--- src/rtl/reg_file.sv ---
// -----------------------------------------------------------------------------
// reg_file
// Two-read, one-write register file for the execute-stage operand path.
// NUM_REGS words of DATA_W bits. The highest-numbered register (XZR) has no
// storage and always reads zero. One synchronous write per rising clk; two
// independent combinational read ports.
//
// Optional feature macro: REG_FILE_BYPASS_EN
//   defined   : a read of the register being written this cycle returns
//               write_data before the edge (write-through bypass).
//   undefined : reads always return stored state.
//
// Ports:
//   clk         in   rising-edge clock
//   reset       in   asynchronous, active-low reset (clears all registers)
//   reg_write   in   write enable
//   write_reg   in   [ADDR_W-1:0] destination address
//   write_data  in   [DATA_W-1:0] write data
//   read_reg1   in   [ADDR_W-1:0] port 1 source address
//   read_reg2   in   [ADDR_W-1:0] port 2 source address
//   read_data1  out  [DATA_W-1:0] port 1 data (combinational)
//   read_data2  out  [DATA_W-1:0] port 2 data (combinational)
// -----------------------------------------------------------------------------
module reg_file #(
    parameter int unsigned DATA_W   = 64,
    parameter int unsigned NUM_REGS = 32,
    parameter int unsigned ADDR_W   = 5
) (
    input  logic              clk,
    input  logic              reset,
    input  logic              reg_write,
    input  logic [ADDR_W-1:0] write_reg,
    input  logic [DATA_W-1:0] write_data,
    input  logic [ADDR_W-1:0] read_reg1,
    input  logic [ADDR_W-1:0] read_reg2,
    output logic [DATA_W-1:0] read_data1,
    output logic [DATA_W-1:0] read_data2
);

    localparam int unsigned    NUM_STORED = NUM_REGS - 1;
    localparam logic [ADDR_W-1:0] ZR_ADDR = ADDR_W'(NUM_REGS - 1);

    // Storage for the writable registers only; XZR is never stored.
    logic [DATA_W-1:0] r_mem   [NUM_STORED];
    // Full read view: stored words plus a constant-zero XZR slot.
    logic [DATA_W-1:0] w_words [NUM_REGS];
    // One-hot write enables, one per stored register.
    logic [NUM_STORED-1:0] w_we;

    logic [DATA_W-1:0] w_rd1;
    logic [DATA_W-1:0] w_rd2;

    // Write decode: an XZR address matches no stored word, so it is dropped.
    genvar gi;
    generate
        for (gi = 0; gi < int'(NUM_STORED); gi++) begin : g_dec
            assign w_we[gi]    = reg_write && (write_reg == ADDR_W'(gi));
            assign w_words[gi] = r_mem[gi];
        end
    endgenerate

    assign w_words[NUM_REGS-1] = '0;

    // Enabled D-flop words with asynchronous clear.
    always_ff @(posedge clk or negedge reset) begin
        if (!reset) begin
            for (int i = 0; i < int'(NUM_STORED); i++) begin
                r_mem[i] <= '0;
            end
        end else begin
            for (int i = 0; i < int'(NUM_STORED); i++) begin
                if (w_we[i]) begin
                    r_mem[i] <= write_data;
                end
            end
        end
    end

    // NUM_REGS:1 read muxes, one per port.
    assign w_rd1 = w_words[read_reg1];
    assign w_rd2 = w_words[read_reg2];

`ifdef REG_FILE_BYPASS_EN
    logic w_byp1;
    logic w_byp2;

    // Forward the in-flight write; never for XZR and never while in reset.
    assign w_byp1 = reg_write && reset && (write_reg != ZR_ADDR)
                    && (read_reg1 == write_reg);
    assign w_byp2 = reg_write && reset && (write_reg != ZR_ADDR)
                    && (read_reg2 == write_reg);

    assign read_data1 = w_byp1 ? write_data : w_rd1;
    assign read_data2 = w_byp2 ? write_data : w_rd2;
`else
    logic w_unused_zr;

    assign w_unused_zr = (write_reg == ZR_ADDR);
    assign read_data1  = w_rd1;
    assign read_data2  = w_rd2;
`endif

endmodule
--- config.mk ---
export PLATFORM = sky130hd
export DESIGN_NAME = reg_file
export DESIGN_NICKNAME = d
export VERILOG_FILES = /design/src/rtl/reg_file.sv
export SDC_FILE = /design/constraint.sdc
export NUM_CORES = 2
export LEC_CHECK = 0
export BUFFER_PORTS_ARGS = -buffer_cell sky130_fd_sc_hd__buf_2
export CAP_MARGIN = 30
export CELL_PAD_IN_SITES_DETAIL_PLACEMENT = 1
export CELL_PAD_IN_SITES_GLOBAL_PLACEMENT = 1
export CORE_AREA = 3 3 449 451
export DETAILED_ROUTE_END_ITERATION = 8
export DIE_AREA = 0 0 452 454
export PLACE_DENSITY_LB_ADDON = 0.1
export REMOVE_ABC_BUFFERS = 1
export SLEW_MARGIN = 20
export SYNTH_ARGS = -nofsm -noshare
export SYNTH_HDL_FRONTEND = slang
export SYNTH_SLANG_ARGS = --single-unit
--- constraint.sdc ---
create_clock -name clk -period 3.1 [get_ports clk]
set_input_delay 0.465 -clock clk [delete_from_list [all_inputs] [get_ports clk]]
set_output_delay 0.465 -clock clk [all_outputs]
set_load 0.1 [all_outputs]
==> results by group <==
Floorplan
  • I/O pin count: 210
  • Core area: approximately 200000 um2
  • Std-Cell Rows: 163
  • Die area: 205000 um2
  • Starting Density: 53.9%
  • Die Wd: approximately 450 um
  • DIE HEIGHT: between 400 and 500 um

Yosys
  • Synth Instances: 7455
  • Async S/R FF share, synth: 100%
  • Yosys top cell area share: 46.6%
  • Seq/Total Area, Yosys: between 40% and 50%
  • EDFF count, synth: 0
  • Synth area leaders: dfrtp_1, mux2_2, mux4_2, mux2i_1, clkbuf_1
  • Syn_area_per_cell: 14.3 um2
  • Synth Cell Area: ~110000 um2
  • Ys flop type: dfrtp_1
  • Synth Register Bits: 1984
  • Yosys top cell by area: dfrtp_1
  • Synth cell types: 41
  • Yosys warns: 0

Final layout
  • Number of flip-flops under the largest register name: 1984
  • Post-Layout Inst Area: 130000 um2
  • Share of cells above drive strength 1: 57.5%
  • Regs by FF count: r_mem: 1984 flops
  • Non-filler cells, final: 10800
  • Area delta synth->final: 21.7%
  • Biggest register: r_mem
  • Final Util: 65.6%
  • Nets: between 7000 and 8000

Power and ir drop
  • Pwr Density: 651 nW/um2
  • Peak VDD IR: 614 uV
  • Static leakage: 57.0 nW
  • Total power: 84.4 mW

Route
  • Vias/cell: 7.20
  • DRC violations left: 0
  • Initial DRC count: 8256
  • Wire per inst: 39.1 um
  • Final wirelength: ~420 mm
  • Vias: 77500
  • DR pass1 iterations: 6
  • DRT antenna net count: 0

Placement
  • Post-DP HPWL: between 200 and 250 mm
  • Placer Congestion: between 0.8 and 0.9
  • Area after DPL: ~110000 um2
  • Count of input and output buffers: 209
  • Post-placement worst setup slack: -0.701 ns
  • Placed Cells incl. Taps: 9997

GRT
  • GRT Total Usage: between 30% and 40%
  • Initial antenna violation count: 34
  • Vias in the first global route: 81200
  • GRT overflow: 0
  • First-pass GRT wire length: 591 mm
  • Largest net degree at the start of global routing: roughly 150

Clocking
  • CTS sink cnt: 1984
  • Skew-Pair Late Insertion Delay: roughly 0.87 ns
  • Clk root buf: clkbuf_16
  • CTS tree: done
  • CTS max path bufs: 3
  • Num CTS Buffers: 217
  • CTS H-Tree Depth: 4
  • Reg clk slew, reported paths: 0.06 ns

Worst setup path
  • CP Buf/Inv Count: 5
  • Worst path max stage delay: 0.39 ns
  • Crit path depth: 10
  • CP most frequent cell: buf_12
  • Cell family contributing the most delay on the critical path: buffers and inverters
  • R2R Setup Slk: 1.90 ns
  • Worst-path fanout max: 92
  • FF-to-FF path depth: 4
  • Worst Path Arrival: roughly 2.9 ns
  • Req. time, crit path: 2.63 ns
  • RR Endpoint: r_mem[1440]
  • WS Path Type: input pin to output port
  • Cell breakdown of the critical path: buf_12, nor2_4, buf_4, buf_12, a21o_1, o31ai_4, a21oi_1, nor4_2, buf_4, buf_12
  • Reg-to-Reg Start: r_mem[1440]
  • Crit path max-delay cell type: a21o_1
  • Startpoint type of the worst setup path: input pin
  • Setup crit end kind: output port

Hold path
  • HP Class: input pin to asynchronous set/reset pin

Timing
  • Headroom to the max-slew limit: 32.3%
  • Slew Viols, Final: 0
  • Final worst-path cycle share: 108%
  • Period minus WS final: 3.34 ns
  • Final setup viols: a little under 80
  • F_max: roughly 300 MHz
  • Final Hold Fails: 0
  • Clock Skew: 0 ns
  • Setup ws final: -0.238 ns
  • RSZ-0062 raised after global routing: true
  • Slew @ Worst Pin: 1.01 ns

Job
  • Max-Cap Viols: 0

Run status
  • Outcome: finished with violations
  • Violated checks: negative setup slack
[layout by cell type (no fill, tap or decap), types with 36 or more instances in the layout]
cell / count
o22ai_1: 133
mux2_2: 2184
buf_2: 71
nor4_2: 43
o211ai_1: 62
clkbuf_16: 241
o2bb2ai_1: 63
mux2_4: 78
a21oi_1: 132
o22ai_2: 36
mux4_2: 641
nand2_1: 64
mux2_1: 40
buf_16: 60
a21oi_2: 55
clkbuf_8: 60
a21o_1: 66
buf_12: 293
nor2b_1: 52
nor2_1: 60
o31ai_4: 39
mux2i_1: 475
a211oi_1: 62
clkbuf_1: 52
a221o_1: 47
a22oi_1: 61
buf_4: 538
dfrtp_1: 1984
clkinv_2: 43
[kinds of logic after synthesis]
group	count (synthesis)	share of synthesized area, %
AND/OR/NAND/NOR	325	1.60
flip-flops	1984	46.6
buffers and inverters	797	3.35
multiplexers	3450	42.7
AO/OA/AOI/OAI	899	5.75
[cells in the mapped netlist (7+ instances only)]
library cell  instances
nand2_1              80
mux2i_1             507
mux2_2             2262
clkbuf_1            415
buf_6                13
a211oi_1             67
a21o_1               66
buf_1                51
nand2b_1              7
o31ai_1              64
a21oi_1             190
mux4_2              641
nor4_1               62
nor2b_1              76
mux2_1               40
o21ai_0              65
buf_4                31
o211ai_1             62
a221o_1              63
o2bb2ai_1            63
nor2_1               76
o22ai_1             189
buf_2               287
dfrtp_1            1984
a22oi_1              62
[per-stage QoR]
step                      hold WS [ns]  setup TNS, ns
after detailed placement         0.387         -16.67
after global placement           0.384         -14.48
after CTS                       0.0897          -4.83
after floorplan                  0.169        -931.83
final                            0.135          -6.26
after global routing             0.133          -8.62
[how the worst max path moves through the flow]
| stage | start | endpoint |
|---|---|---|
| after global placement | read_reg1[1] | read_data1[57] |
| final | read_reg1[0] | read_data1[22] |
| after CTS | r_mem[1318] | read_data1[38] |
| after floorplan | read_reg1[2] | read_data1[0] |
| after detailed placement | read_reg1[1] | read_data1[57] |
| after global routing | r_mem[1318] | read_data1[38] |
[area by class of cell]
type                       instances  area [um2]
multi-input combinational       4674       56100
timing repair buffer            1040       13300
antenna                           24        60.1
clock buffer                     332        6560
sequential                      1984       49600
fill                           17300       68100
clock inverter                    59         551
tap                             2640        3300
[power breakdown]
group	switching, mW	leakage [nW]	internal, mW
sequential	4.32	25.4	31.0
combinational	10.7	28.0	12.0
clock	11.3	3.54	15.1
total	26.3	57.0	58.1
[metal layers]
metal  vias to the layer above  GRT usage [%]  part of all wire [%]
met5                         -              0                 0.020
met4                        14           19.3                   5.9
met3                      1241           7.98                   8.9
met2                      4330           62.1                    46
met1                     42200           52.8                    39
li1                      29700              -                     -
[timing repair]
action / CTS / global route
endpoints found under the hold margin: 419 / 0
setup endpoints to repair: 126 / 127
pin swaps: 130 / 146
cloned: 35 / 17
resized for setup: 391 / 377
buffers inserted: 172 / 119
hold buffers: 1 / 0
Power figures use the tool's default switching activity.
